--- config.mk ---
export PLATFORM = sky130hd
export DESIGN_NAME = multi_humidity_ctrl
export DESIGN_NICKNAME = d
export VERILOG_FILES = /design/src/rtl/multi_humidity_ctrl.sv
export SDC_FILE = /design/constraint.sdc
export NUM_CORES = 1
export LEC_CHECK = 0
export CAP_MARGIN = 40
export CORE_AREA = 2 2 50 86
export CTS_CLUSTER_SIZE = 12
export DETAILED_ROUTE_END_ITERATION = 10
export DIE_AREA = 0 0 52 88
export GPL_TIMING_DRIVEN = 1
export HOLD_SLACK_MARGIN = 0.02
export PLACE_DENSITY = 0.84
export SYNTH_ARGS = -nofsm -noshare
export SYNTH_HDL_FRONTEND = slang
export SYNTH_SLANG_ARGS = --single-unit
--- constraint.sdc ---
create_clock -name clk -period 6.9 [get_ports clk]
set_input_delay 1.725 -clock clk [delete_from_list [all_inputs] [get_ports clk]]
set_output_delay 1.725 -clock clk [all_outputs]
set_load 0.005 [all_outputs]
--- src/rtl/multi_humidity_ctrl.sv ---
// Per-channel humidity FSMs (NORMAL/WET/DRY) with persistence filtering, fan/alert drive and a shared buzzer.
// Define HUMIDITY_ALERT_LATCH_EN to make alerts sticky until acknowledged while the channel is NORMAL.

module humidity_chan #(
    parameter int DW      = 8,
    parameter int HIGH    = 65,
    parameter int LOW     = 40,
    parameter int HYST    = 3,
    parameter int PERSIST = 4
) (
    input  logic          clk,
    input  logic          rst,
    input  logic          sample_valid,
    input  logic [DW-1:0] sample,
    input  logic          alert_ack,
    output logic          fan_on,
    output logic          alert
);
    typedef enum logic [1:0] {NORMAL, WET, DRY} state_t;

    localparam int             CW       = $clog2(PERSIST + 1);
    localparam logic [CW-1:0]  P_MAX    = CW'(PERSIST);
    localparam logic [31:0]    HI_T     = 32'(HIGH);
    localparam logic [31:0]    LO_T     = 32'(LOW);
    localparam logic [31:0]    WET_EXIT = 32'(HIGH - HYST);
    localparam logic [31:0]    DRY_EXIT = 32'(LOW + HYST);
    localparam logic [31:0]    RH_MAX   = 32'd100;

    state_t        state, state_n;
    logic [CW-1:0] cnt, cnt_n, cnt_inc;
    logic          dir, dir_n, qual, want_dir;
    logic [31:0]   s;

    assign s = 32'(sample);

    always_comb begin
        state_n  = state;
        cnt_n    = cnt;
        dir_n    = dir;
        qual     = 1'b0;
        want_dir = dir;
        cnt_inc  = cnt + 1'b1;
        // Out-of-range samples (>100 %RH) are treated as if no sample arrived.
        if (sample_valid && s <= RH_MAX) begin
            case (state)
                NORMAL: begin
                    if (s > HI_T) begin
                        qual     = 1'b1;
                        want_dir = 1'b1;
                    end else if (s < LO_T) begin
                        qual     = 1'b1;
                        want_dir = 1'b0;
                    end
                    if (want_dir != dir)
                        cnt_inc = CW'(1);
                    dir_n = want_dir;
                end
                WET:     qual = (s <= WET_EXIT);
                DRY:     qual = (s >= DRY_EXIT);
                default: qual = 1'b0;
            endcase
            if (!qual) begin
                cnt_n = '0;
            end else if (cnt_inc == P_MAX) begin
                cnt_n   = '0;
                state_n = (state == NORMAL) ? (want_dir ? WET : DRY) : NORMAL;
            end else begin
                cnt_n = cnt_inc;
            end
        end
        if (state == 2'b11)
            state_n = NORMAL;
    end

    always_ff @(posedge clk) begin
        if (rst) begin
            state <= NORMAL;
            cnt   <= '0;
            dir   <= 1'b0;
        end else begin
            state <= state_n;
            cnt   <= cnt_n;
            dir   <= dir_n;
        end
    end

    assign fan_on = (state == WET);

`ifdef HUMIDITY_ALERT_LATCH_EN
    logic alert_q;
    // Entry into an abnormal state beats a same-cycle ack.
    always_ff @(posedge clk) begin
        if (rst)
            alert_q <= 1'b0;
        else if (state == NORMAL && state_n != NORMAL)
            alert_q <= 1'b1;
        else if (alert_ack && state == NORMAL)
            alert_q <= 1'b0;
    end
    assign alert = alert_q;
`else
    logic unused_ack;
    assign unused_ack = alert_ack;
    assign alert      = (state != NORMAL);
`endif
endmodule

module multi_humidity_ctrl #(
    parameter int N_CH     = 4,
    parameter int DW       = 8,
    parameter int HIGH     = 65,
    parameter int LOW      = 40,
    parameter int HYST     = 3,
    parameter int PERSIST  = 4,
    parameter int BUZZ_DIV = 4
) (
    input  logic               clk,
    input  logic               rst,
    input  logic               sample_valid,
    input  logic [N_CH*DW-1:0] humidity,
    input  logic [N_CH-1:0]    alert_ack,
    output logic [N_CH-1:0]    fan_on,
    output logic [N_CH-1:0]    alert,
    output logic               any_alert,
    output logic               buzzer
);
    localparam int            BW    = (BUZZ_DIV > 1) ? $clog2(BUZZ_DIV) : 1;
    localparam logic [BW-1:0] B_TOP = BW'(BUZZ_DIV - 1);

    logic [BW-1:0] bcnt;

    for (genvar i = 0; i < N_CH; i++) begin : g_ch
        humidity_chan #(
            .DW(DW), .HIGH(HIGH), .LOW(LOW), .HYST(HYST), .PERSIST(PERSIST)
        ) u_chan (
            .clk          (clk),
            .rst          (rst),
            .sample_valid (sample_valid),
            .sample       (humidity[i*DW +: DW]),
            .alert_ack    (alert_ack[i]),
            .fan_on       (fan_on[i]),
            .alert        (alert[i])
        );
    end

    assign any_alert = |alert;

    // Buzzer phase restarts from zero every time an alert episode begins.
    always_ff @(posedge clk) begin
        if (rst || !any_alert) begin
            bcnt   <= '0;
            buzzer <= 1'b0;
        end else if (bcnt == B_TOP) begin
            bcnt   <= '0;
            buzzer <= ~buzzer;
        end else begin
            bcnt   <= bcnt + 1'b1;
        end
    end
endmodule

Word level (Yosys, flattened, before mapping)
Cells that the tools add are included.

Bits in registers: 27. Output and inout bits: 10. Logic and storage cells: 153. Bits of input ports: 39.

Equal/unequal tests: 21. $add $sub $neg: 5. Bitwise operators: 1. $lt $le $gt $ge: 20. Mux-type cells: 68. Reduce and logical (&&, ||, !) cells: 24.

Operator list (count): $mux W3 (20); $mux W1 (36); $ge A8 B6 Y1 const B (4); $gt A8 B7 Y1 const B (4); $le A8 B6 Y1 const B (4); $le A8 B7 Y1 const B (4); $lt A8 B6 Y1 const B (4); $eq A2 B2 Y1 const B (9); $mux W2 (8); $add A3 B1 Y3 const B (4); $eq A3 B3 Y1 const B (4); $pmux W1 S3 (4); $reduce_and A3 Y1 (4); $reduce_or A2 Y1 (5); $eq A2 B1 Y1 const B (4); $logic_not A2 Y1 (4); $reduce_bool A2 Y1 (4); $logic_and A1 B1 Y1 (4); $ne A1 B1 Y1 (4); $reduce_or A4 Y1 (1); $add A2 B1 Y2 const B (1); $logic_not A1 Y1 (1); $logic_or A1 B1 Y1 (1); $not A1 Y1 (1).

Longest topological paths before layout
Depth after elaboration: 12. Mapped depth: 7. Gate-level depth less buffers: 7.

Hierarchy
A second synthesis with hierarchy kept.

Cells, all modules: 267. Area total of the unflattened synthesis: 2169.6 sq um.

Modules (own cells, without submodules): humidity_chan at g_ch[1].u_chan ... (cells each 65, sequential area each 120.1 sq um, area each 511.7 sq um, instances 3); humidity_chan at g_ch[0].u_chan (cells each 62, sequential area each 120.1 sq um, area each 508.0 sq um, instances 1); multi_humidity_ctrl (cells each 10, sequential area each 60.1 sq um, area each 126.4 sq um, instances 1).

Least setup slack after synthesis
No wires, ideal clock.

Path type: input to register. From: input port humidity[9]. To: register g_ch[1].u_chan.state[0]. Path buffers: 1. Stages: 7. Library setup time: 0.086 ns. Data arrival time: 3.307 ns. Required time: 6.814 ns. Slack: 3.508 ns. Cells stage by stage: o21ai_0 > a21oi_1 > or3b_1 > buf_6 > nand4b_1 > or4b_1 > a211oi_1.

Longest elaborated chain between the ends: 11. Elaborated cells between the ends (all ways): 24. Classes of those cells: order compare (5); eq/ne (2); mux (15); reduce/logical (2).

RTL lines: start, declared (RTL line 120) `input logic [N_CH*DW-1:0] humidity,`; $lt A8 B6 Y1 (RTL line 50) `end else if (s < LO_T) begin`; $mux W1 (RTL line 50); $mux W1 (RTL line 47) `if (s > HI_T) begin`; $mux W1 (RTL line 45) `case (state)`; $mux W1 (RTL line 44) `if (sample_valid && s <= RH_MAX) begin`; $ne A1 B1 Y1 (RTL line 54) `if (want_dir != dir)`; $mux W3 (RTL line 54); $mux W3 (RTL line 45); $mux W3 (RTL line 44); $eq A3 B3 Y1 (RTL line 64) `end else if (cnt_inc == P_MAX) begin`; $reduce_and A3 Y1 (no line); end signal, assigned (RTL line 81) `state <= state_n;`; end, declared (RTL line 29) `state_t state, state_n;`.

Several ways; a longest one is shown, not always the timed one. The select of a mux whose other input is x is not followed. A chain may end at the register's enable or synchronous reset.

Final worst setup path
From: register g_ch[2].u_chan.state[1]. To: output port any_alert.

Longest elaborated chain between the ends: 2.

RTL lines: start, declared (RTL line 29); start signal, assigned (RTL line 81); $reduce_bool A2 Y1 (RTL line 104) `assign alert = (state != NORMAL);`; $reduce_or A4 Y1 (RTL line 146) `assign any_alert = |alert;`; end, declared (RTL line 124) `output logic any_alert,`.

No other way between the ends.

==> impl_results.md <==
* Die ar. at 0.00458 mm^2
* # diodes at 0
* # hold bufs at CTS at 0
* GRT Util Overall at 20.6%
* Critical Path Source Type: flip-flop
* First-pass GRT wire length at 7520 um
* Vias in the first global route at 1866
* Area post-placement at between 0.002 and 0.0025 mm^2
* Crit end category: output pin
* Most frequent CP cell: inv_1
* Share of layout cells above drive strength 1 at 3.32%
* Routed len/inst at roughly 13 um
* Die boundary width at 52 um
* Final Hold Fails at 0
* CP arrival at between 2 and 2.5 ns
* Ys flop type: dfxtp_1
* CP max stage delay at 0.53 ns
* # IOs at 49
* HP Class: flip-flop to flip-flop
* Fin Clk Skew at 0.00399 ns
* Crit path time final at 3.88 ns
* Via density at 5.83
* DIE HEIGHT at 88 um
* H-tree levels at 1
* Post-route cell area at 0.00245 mm^2
* Fin. max-slew vios at 0
* Max_cap viols at 0
* Final-report setup violation count at 0
* Slew HR at 60.0%
* Period Utilization, post-route at 56.2%
* Clk root buf: clkbuf_8
* Max IR drop VDD at 0.0879 mV
* Layout Nets at around 350
* Cells after synthesis at 266
* EDFF count, synth at 0
* Routed via count at 2036
* YS warnings at 0
* Setup TNS at 0 ns
* CP required at 5.18 ns
* ANT nets after route at 0
* Crit path kind: flip-flop to output pin
* Total CTS buffers at 3
* PortBufs at 44
* TritonCTS clock tree: built
* # Post-CTS Setup Buffers at 0
* Post-synthesis net count at 310
* Post-route DRC violation count at 0
* Highest clock rate at 258 MHz
* Clk Latency, worst-skew pair at 0.27 ns
* Leak at 0.905 nW
* Post-Syn Area at between 0.0015 and 0.002 mm^2
* PwrDens at 131 mW/mm^2
* Area contributors post-synth: dfxtp_1 (27%), nand2_1 (6.5%), a21oi_1 (5.3%)
* Most frequent cells in the layout: clkdlybuf4s50_1 (44), nand2_1 (34), dfxtp_1 (27)
* Fillers at 351
* Initial Util at 51.2%
* Distinct cells, synth at 52
* Gr ovfl total at 0
* Syn Area/Cell at 7.44 um^2
* Core area at 0.00387 mm^2
* CP max FO at 8
* GP Congestion at roughly 0.80
* Synth area leader: dfxtp_1
* Sequential area share after synthesis at 27.3%
* DR iter-0 viols at 17
* 1st-pass router iterations at 4
* Row count at 30
* Worst-path clk slew at 0.09 ns
* Clk sinks at 27
* Largest net degree at the start of global routing at 24
* Initial antenna violation count at 0
* Commonest non-fill, non-tap cell in the layout: clkdlybuf4s50_1
* Routed wire length at 4410 um
* Maximum clock path buffer count at 2
* Register bit total from synthesis at 27
* Worst-Margin Slew at 0.594 ns
* HPWL Detailed at 3480 um
* Outcome: complete, no violations
* Critical path cell sequence: nor2_1 -> inv_1 -> nor4_1 -> inv_1 -> clkdlybuf4s50_1
* Slowest cell on the critical path: nor4_1
* Synth async-reset ratio at 0%
* Area grow syn2layout at 23.8%
* Synth top area share at about 27%
* RSZ-0062 raised after global routing: false
* FF-to-FF setup slack at 4.78 ns
* Post-CTS sizing at 0
## cells in the mapped netlist (2+ instances only)
cell / n
o22ai_1: 3
a2111oi_0: 2
ha_1: 5
o21a_1: 5
nor4_1: 5
a32o_1: 3
clkbuf_1: 5
mux2i_1: 6
nand4b_1: 2
buf_4: 8
nand2b_1: 5
o21ai_0: 18
nor3_1: 8
and2b_2: 2
or3b_2: 2
nand2_1: 34
dfxtp_1: 27
a21oi_1: 21
a31oi_1: 2
or3_1: 2
or4_1: 4
nand3b_1: 4
o211a_1: 2
nor2_1: 23
inv_1: 8
nand4_1: 6
nand3_1: 7
a211oi_1: 5
a22o_1: 2
nor2b_1: 14
o211ai_1: 2
xnor2_1: 4
## power by group
group | leakage, nW | switching [mW] | total [mW] | internal, mW
logic | 0.664 | 0.0346 | 0.0701 | 0.0355
clock network | 0.0228 | 0.0465 | 0.0878 | 0.0413
registers | 0.219 | 0.00356 | 0.162 | 0.159
total | 0.905 | 0.0846 | 0.320 | 0.236
## kinds of logic after synthesis
logic type | synth area share (%)
multiplexers | 3.04
AND/OR/NAND/NOR | 33.7
buffers and inverters | 6.07
flip-flops | 27.3
adder cells (fa/ha/maj) | 3.16
AO/OA/AOI/OAI | 24.5
XOR/XNOR | 2.21
## final cells by class
type | instances | area, um^2 | share of cell area (%)
multi-input combinational | 217 | 1320 | 53.8
timing repair buffer | 45 | 455 | 18.6
tap | 48 | 60.1 | 2.45
sequential | 27 | 541 | 22.1
clock buffer | 4 | 45.0 | 1.84
inverter | 8 | 30.0 | 1.23
## per-stage QoR
stage	hold slack [ns]	utilization, %	power (mW)	setup slack [ns]	cells
3_3_place_gp	0.417	61.8	0.233	2.88	344
2_1_floorplan	0.407	-	0.202	3.51	266
5_1_grt	0.460	63.3	0.338	2.85	349
3_5_place_dp	0.433	62.2	0.236	2.83	345
6_report	0.451	63.3	0.320	3.02	349
4_1_cts	0.451	63.3	0.323	3.02	349
## registers in the layout, summed over array words and instances, names as in the netlist
register           count
g_ch.u_chan.cnt       12
g_ch.u_chan.state      8
g_ch.u_chan.dir        4
bcnt                   2
buzzer                 1
## final timing paths
path | end | from | cells past startpoint
hold reg to reg | bcnt[0] | bcnt[0] | 1
setup reg to reg | g_ch[1].u_chan.state[0] | g_ch[1].u_chan.state[1] | 7
hold / removal | bcnt[0] | bcnt[0] | 1
setup / recovery | any_alert | g_ch[2].u_chan.state[1] | 5
## routing by layer
metal	routed length (um)	global-route usage, %
met5	0	0
met4	46	7.66
met3	117	1.19
met1	1830	22.1
met2	2420	40.4
## worst max-delay path, delay by kind of cell, from the launching register on
| kind | cells | cell delay [ns] |
|---|---|---|
| AND/OR/NAND/NOR | 2 | 0.79 |
| buffers and inverters | 3 | 0.72 |
| flip-flops | 1 | 0.38 |
Power figures use the tool's default switching activity.
